### config.mk
export PLATFORM = sky130hd
export DESIGN_NAME = adc_serial_emulator
export DESIGN_NICKNAME = d
export VERILOG_FILES = /design/src/rtl/adc_serial_emulator.sv
export SDC_FILE = /design/constraint.sdc
export NUM_CORES = 1
export LEC_CHECK = 0
export CAP_MARGIN = 20
export CORE_ASPECT_RATIO = 0.75
export CORE_MARGIN = 2
export CORE_UTILIZATION = 55
export DETAILED_ROUTE_END_ITERATION = 12
export GPL_TIMING_DRIVEN = 0
export PLACE_DENSITY = 0.86
export SYNTH_ARGS = -nofsm -noshare
export SYNTH_HDL_FRONTEND = slang
export SYNTH_SLANG_ARGS = --single-unit
### constraint.sdc
create_clock -name clk_in -period 3.22 [get_ports clk_in]
set_input_delay 0.322 -clock clk_in [delete_from_list [all_inputs] [get_ports clk_in]]
set_output_delay 0.322 -clock clk_in [all_outputs]
set_load 0.005 [all_outputs]
### src/rtl/adc_serial_emulator.sv
`default_nettype none
// ============================================================================
// Module  : adc_serial_emulator
// Purpose : ADC responder model - convst/busy handshake plus two-lane MSB-first
//           serial readout of the held sample set on the controller's sclk.
// Rev     : 1.0  initial release
// ============================================================================
module adc_serial_emulator #(
    parameter int W_DATA      = 18,
    parameter int N_CHAN      = 8,
    parameter int CONV_CYCLES = 200,
    parameter int TX_LEN      = W_DATA * N_CHAN / 2
) (
    input  logic                     clk_in,
    input  logic                     n_rst_in,
    input  logic                     convst_in,
    input  logic                     n_cs_in,
    input  logic                     sclk_in,
    input  logic [W_DATA*N_CHAN-1:0] chan_data_in,
    input  logic                     pattern_sel_in,
    output logic                     busy_out,
    output logic                     data_a_out,
    output logic                     data_b_out,
    output logic [15:0]              conv_count_out,
    output logic                     frame_done_out
);

    localparam int HALF  = N_CHAN / 2;
    localparam int W_CNT = (CONV_CYCLES > 1) ? $clog2(CONV_CYCLES) : 1;
    localparam int W_BIT = $clog2(TX_LEN + 1);
    localparam int W_SUM = (W_DATA > 16) ? W_DATA : 16;

    localparam logic [0:0] S_IDLE = 1'b0;
    localparam logic [0:0] S_CONV = 1'b1;

    logic [2:0]        convst_sync;
    logic [2:0]        n_cs_sync;
    logic [2:0]        sclk_sync;
    logic              convst_rise;
    logic              n_cs_fall;
    logic              n_cs_rise;
    logic              sclk_fall;

    logic [0:0]        state;
    logic [0:0]        state_next;
    logic [W_CNT-1:0]  cyc_cnt;
    logic              capture;
    logic [15:0]       conv_count;

    logic [TX_LEN-1:0] sample_a;
    logic [TX_LEN-1:0] sample_b;
    logic [TX_LEN-1:0] hold_a;
    logic [TX_LEN-1:0] hold_b;
    logic [TX_LEN-1:0] shift_a;
    logic [TX_LEN-1:0] shift_b;
    logic [W_BIT-1:0]  bit_cnt;
    logic              active;

    // Bits [1:0] are the synchronizer, bit [2] is the edge-detector history.
    always_ff @(posedge clk_in or negedge n_rst_in) begin
        if (!n_rst_in) begin
            convst_sync <= '0;
            n_cs_sync   <= '0;
            sclk_sync   <= '0;
        end else begin
            convst_sync <= {convst_sync[1:0], convst_in};
            n_cs_sync   <= {n_cs_sync[1:0], n_cs_in};
            sclk_sync   <= {sclk_sync[1:0], sclk_in};
        end
    end

    assign convst_rise = convst_sync[1] & ~convst_sync[2];
    assign n_cs_fall   = ~n_cs_sync[1] & n_cs_sync[2];
    assign n_cs_rise   = n_cs_sync[1] & ~n_cs_sync[2];
    assign sclk_fall   = ~sclk_sync[1] & sclk_sync[2];

    always_ff @(posedge clk_in or negedge n_rst_in) begin
        if (!n_rst_in) begin
            state <= S_IDLE;
        end else begin
            state <= state_next;
        end
    end

    always_comb begin
        state_next = state;
        case (state)
            S_IDLE:  if (convst_rise) state_next = S_CONV;
            S_CONV:  if (cyc_cnt == '0) state_next = S_IDLE;
            default: state_next = S_IDLE;
        endcase
    end

    always_comb begin
        busy_out = (state == S_CONV);
    end

    assign capture        = (state == S_CONV) && (cyc_cnt == '0);
    assign conv_count_out = conv_count;

    // Ramp uses the count before this capture's increment.
    for (genvar k = 0; k < HALF; k++) begin : g_lane
        logic [W_SUM-1:0] ramp_a;
        logic [W_SUM-1:0] ramp_b;
        assign ramp_a = W_SUM'(conv_count) + W_SUM'(k);
        assign ramp_b = W_SUM'(conv_count) + W_SUM'(k + HALF);
        assign sample_a[TX_LEN-1-k*W_DATA -: W_DATA] = pattern_sel_in ? ramp_a[W_DATA-1:0]
                                                     : chan_data_in[k*W_DATA +: W_DATA];
        assign sample_b[TX_LEN-1-k*W_DATA -: W_DATA] = pattern_sel_in ? ramp_b[W_DATA-1:0]
                                                     : chan_data_in[(k+HALF)*W_DATA +: W_DATA];
    end

    always_ff @(posedge clk_in or negedge n_rst_in) begin
        if (!n_rst_in) begin
            cyc_cnt    <= '0;
            hold_a     <= '0;
            hold_b     <= '0;
            conv_count <= '0;
        end else begin
            if ((state == S_IDLE) && convst_rise) begin
                cyc_cnt <= W_CNT'(CONV_CYCLES - 1);
            end else if ((state == S_CONV) && (cyc_cnt != '0)) begin
                cyc_cnt <= cyc_cnt - 1'b1;
            end
            if (capture) begin
                hold_a     <= sample_a;
                hold_b     <= sample_b;
                conv_count <= conv_count + 16'd1;
            end
        end
    end

    // A chip-select fall in the capture cycle loads the freshly captured set.
    always_ff @(posedge clk_in or negedge n_rst_in) begin
        if (!n_rst_in) begin
            shift_a        <= '0;
            shift_b        <= '0;
            bit_cnt        <= '0;
            active         <= 1'b0;
            frame_done_out <= 1'b0;
        end else begin
            frame_done_out <= 1'b0;
            if (n_cs_fall) begin
                active  <= 1'b1;
                shift_a <= capture ? sample_a : hold_a;
                shift_b <= capture ? sample_b : hold_b;
                bit_cnt <= '0;
            end else if (n_cs_rise) begin
                active <= 1'b0;
            end else if (active && sclk_fall) begin
                shift_a <= {shift_a[TX_LEN-2:0], 1'b0};
                shift_b <= {shift_b[TX_LEN-2:0], 1'b0};
                if (bit_cnt == W_BIT'(TX_LEN - 1)) begin
                    frame_done_out <= 1'b1;
                end
                if (bit_cnt != W_BIT'(TX_LEN)) begin
                    bit_cnt <= bit_cnt + 1'b1;
                end
            end
        end
    end

    assign data_a_out = active & shift_a[TX_LEN-1];
    assign data_b_out = active & shift_b[TX_LEN-1];

endmodule
`default_nettype wire

==> impl_metrics.env <==
export IMPL_run_status="finished with violations"
export IMPL_failed_checks="setup timing"
export IMPL_clockPowerShare_pct=28.8
export IMPL_final_setup_skew_ps=45.74
export IMPL_grt_start_max_net_pins=109
export IMPL_instances_no_fill=2405
export IMPL_number_of_buffers_created_by_cts=34
export IMPL_power_leakage_nw=8.420
export IMPL_mappedNetlistArea_um2=17020
export IMPL_route_final_wire_length_um=74420
export IMPL_yosys_cell_types_count=75
export IMPL_global_route_usage_total_pct=45.74
export IMPL_cts_buffer_depth=3
export IMPL_route_vias_total=16820
export IMPL_max_vdd_ir_drop_mv=0.6109
export IMPL_nFillCells=2379
export IMPL_pwr_cell_area_nw_per_um2=679.8
export IMPL_fmaxAchievable_mhz=301.3
export IMPL_detailedRoute_firstIterationViolations=2649
export IMPL_fp_coreArea_um2=30280
export IMPL_most_common_layout_cells="330 x dfrtp_1, 197 x nand2_1, 168 x clkdlybuf4s50_1"
export IMPL_grt_pass1_wl_um=107600
export IMPL_drc_errors=0
export IMPL_post_synth_inst_count=1766
export IMPL_drv_slew=0
export IMPL_ys_async_sr_fraction_pct=100.0
export IMPL_met1_usage_pct=63.79
export IMPL_antenna_violations_before_repair=3
export IMPL_power_frac_comb_pct=24.3
export IMPL_critPathCaptureType="register"
export IMPL_grt_pass1_vias=16060
export IMPL_ctsRootBufferMaster="clkbuf_16"
export IMPL_die_area_um2=32380
export IMPL_cts_reportedPaths_clkPinSlew_ps=50
export IMPL_floorplan_initialDensity_pct=56.21
export IMPL_setup_slack_ps=-98.74
export IMPL_finalWeightedCongestion=1.009
export IMPL_netSwitchingPower_w=0.004682
export IMPL_gr_total_overflow=0
export IMPL_sequential_cell_area_um2=8284
export IMPL_p_seq_share_pct=46.9
export IMPL_post_route_period_util_pct=103.1
export IMPL_synth_edf_count=0
export IMPL_placement_rows=55
export IMPL_fin_crit_ps=3319
export IMPL_internal_power_w=0.009291
export IMPL_layout_nets=2146
export IMPL_fp_dieH_um=156.3
export IMPL_avgViaCountPerCell=6.995
export IMPL_cp_start_kind="primary input"
export IMPL_grt_most_used_layer="met2"
export IMPL_ys_flop_type="dfrtp_1"
export IMPL_final_core_utilization_pct=67.88
export IMPL_wirelength_per_cell_um=30.95
export IMPL_timing_max_slew_rel_slack_pct=20.16
export IMPL_portBuffers=169
export IMPL_tritoncts="built"
export IMPL_multi_input_area_um2=8029
export IMPL_setup_violations_final=7
export IMPL_synth_ff_latch_count=331
export IMPL_drt_pass1_iter_count=7
export IMPL_clkSinkCount=331
export IMPL_synth_net_count=1931
export IMPL_drive_gt1_share_pct=7.382
export IMPL_crit_path_max_fanout=10
export IMPL_worst_endpoint_arrival_ps=3690
export IMPL_worst_setup_path_type="in -> reg"
export IMPL_fp_dieW_um=207.1
export IMPL_synth_area_per_cell_um2=9.637
export IMPL_rsz_0062_raised_after_global_routing="false"
export IMPL_worst_endpoint_required_ps=3590
export IMPL_detailedPlacementHpwl_um=55160
export IMPL_flow_area_growth_from_synthesis_pct=20.78
export IMPL_drt_antenna_violating_nets=0
export IMPL_cap_violations=0
export IMPL_io_pins=170
export IMPL_finalHoldViolations=0
export IMPL_ys_seq_area_share_pct=48.67
export IMPL_mostFrequentLayoutCell="dfrtp_1"
export IMPL_power_switching_share_pct=33.51
export IMPL_ctsHtreeMaxLevel=2
export IMPL_grtUsageMet3_pct=17.42
export IMPL_clock_latency_ps=560
export IMPL_worstHoldPathType="in -> reg"
export IMPL_cell_count_after_placement=2338
export IMPL_yosysWarningCount=0
export IMPL_grt_met2_usage_pct=63.92
export IMPL_max_slew_worst_pin_slew_ps=1198
## layer usage
metal  up-vias  wire length (um)
met2      1393             29920
met5         -                46
met4         4              3515
li1       6889                 -
met1      8284             29340
met3       254             11610
## area by class of cell
type | count | share of cell area [%]
plain buffers | 163 | 3.403
flip-flops and latches | 331 | 40.30
multi-input cells | 1243 | 39.06
repair buffers | 179 | 8.924
clock buffers | 45 | 4.486
diodes | 1 | 0.01217
well taps | 399 | 2.429
clock inverters | 15 | 0.8339
inverters | 29 | 0.5478
## power groups by stage
stage / Combinational, W / Sequential [W] / Clock (W)
final: 0.00339 / 0.00656 / 0.00402
after global routing: 0.00366 / 0.00661 / 0.00417
after CTS: 0.00327 / 0.00645 / 0.00399
after detailed placement: 0.00322 / 0.00649 / 0
after global placement: 0.00305 / 0.00647 / 0
after floorplan: 0.00216 / 0.00605 / 0
## synth_stat cells (28+ instances only)
cell / count / area share, %
a31oi_1: 40 / 1.5
nand2_1: 197 / 4.3
clkbuf_1: 109 / 2.4
a211oi_1: 28 / 1.2
xnor2_1: 39 / 2.0
a21oi_1: 63 / 1.9
nor3b_1: 49 / 2.2
nor2_1: 123 / 2.7
o21ai_0: 128 / 3.8
a221o_1: 43 / 2.5
a21o_1: 38 / 1.7
dfrtp_1: 331 / 49
mux2i_1: 67 / 3.9
inv_1: 28 / 0.62
nor3_1: 44 / 1.3
o31ai_1: 30 / 1.3
## registers in the layout, indices dropped and copies added, names as in the netlist
name            cells
sclk_sync           3
conv_count_out     16
shift_b            72
frame_done_out      1
busy_out            1
shift_a            72
hold_a             72
n_cs_sync           3
bit_cnt             7
active              1
convst_sync         3
cyc_cnt             8
hold_b             72
## final timing paths
kind / slack [ps] / cells after the start / to / from
setup / recovery: -100 / 7 / shift_b[41]$_DFFE_PN0P_ / pattern_sel_in
hold / removal: 240 / 1 / sclk_sync[0]$_DFF_PN0_ / sclk_in
setup reg to reg: -50 / 9 / shift_b[3]$_DFFE_PN0P_ / active$_DFFE_PN0P_
hold reg to reg: 350 / 0 / sclk_sync[1]$_DFF_PN0_ / sclk_sync[0]$_DFF_PN0_
max in group asynchronous: 1470 / 4 / hold_b[42]$_DFF_PN0_ / n_rst_in
min in group asynchronous: 380 / 2 / cyc_cnt[6]$_DFFE_PN0P_ / n_rst_in
## kinds of logic (layout without fill, tap and decap cells)
family,after synthesis,count (layout),synth area share [%]
and+or+nand+nor,569,569,16.78
DFF,331,331,48.67
buffers and inverters,192,431,4.521
adders and majority gates,15,15,1.103
muxes,74,74,4.404
AOI/OAI and AO/OA,521,521,21.22
xor gates and xnor gates,64,64,3.294
other,0,1,0
## per-stage QoR
| stage | TNS (ps) | worst slack (ps) | cell area (um^2) | power (W) | hold WS [ps] |
|---|---|---|---|---|---|
| 2_1_floorplan | 0 | 840.9 | 17020 | 0.008210 | 26.41 |
| 3_3_place_gp | -4193290 | -12520 | 19210 | 0.009518 | 333.7 |
| 3_5_place_dp | -69240 | -804.4 | 19300 | 0.009709 | 337.3 |
| 4_1_cts | 0 | 3.988 | 20470 | 0.01370 | 234.2 |
| 5_1_grt | 0 | 3.169 | 20550 | 0.01444 | 244.1 |
| 6_report | -371.1 | -98.74 | 20550 | 0.01397 | 235.2 |
## worst max-delay path: stages
cell and delay [ps]:
clkdlybuf4s50_1 640, buf_2 320, buf_2 360, buf_1 810, buf_2 510, mux2i_1 520, a221oi_1 180
## what timing repair did
| item | CTS | global route |
|---|---|---|
| hold endpoints to repair | 86 | 0 |
| pin swaps | 0 | 2 |
| setup buffers | 0 | 5 |
| endpoints found under the setup margin | 182 | 140 |
| hold buffers | 1 | 0 |
| resized for setup | 23 | 29 |
Power figures use the tool's default switching activity.
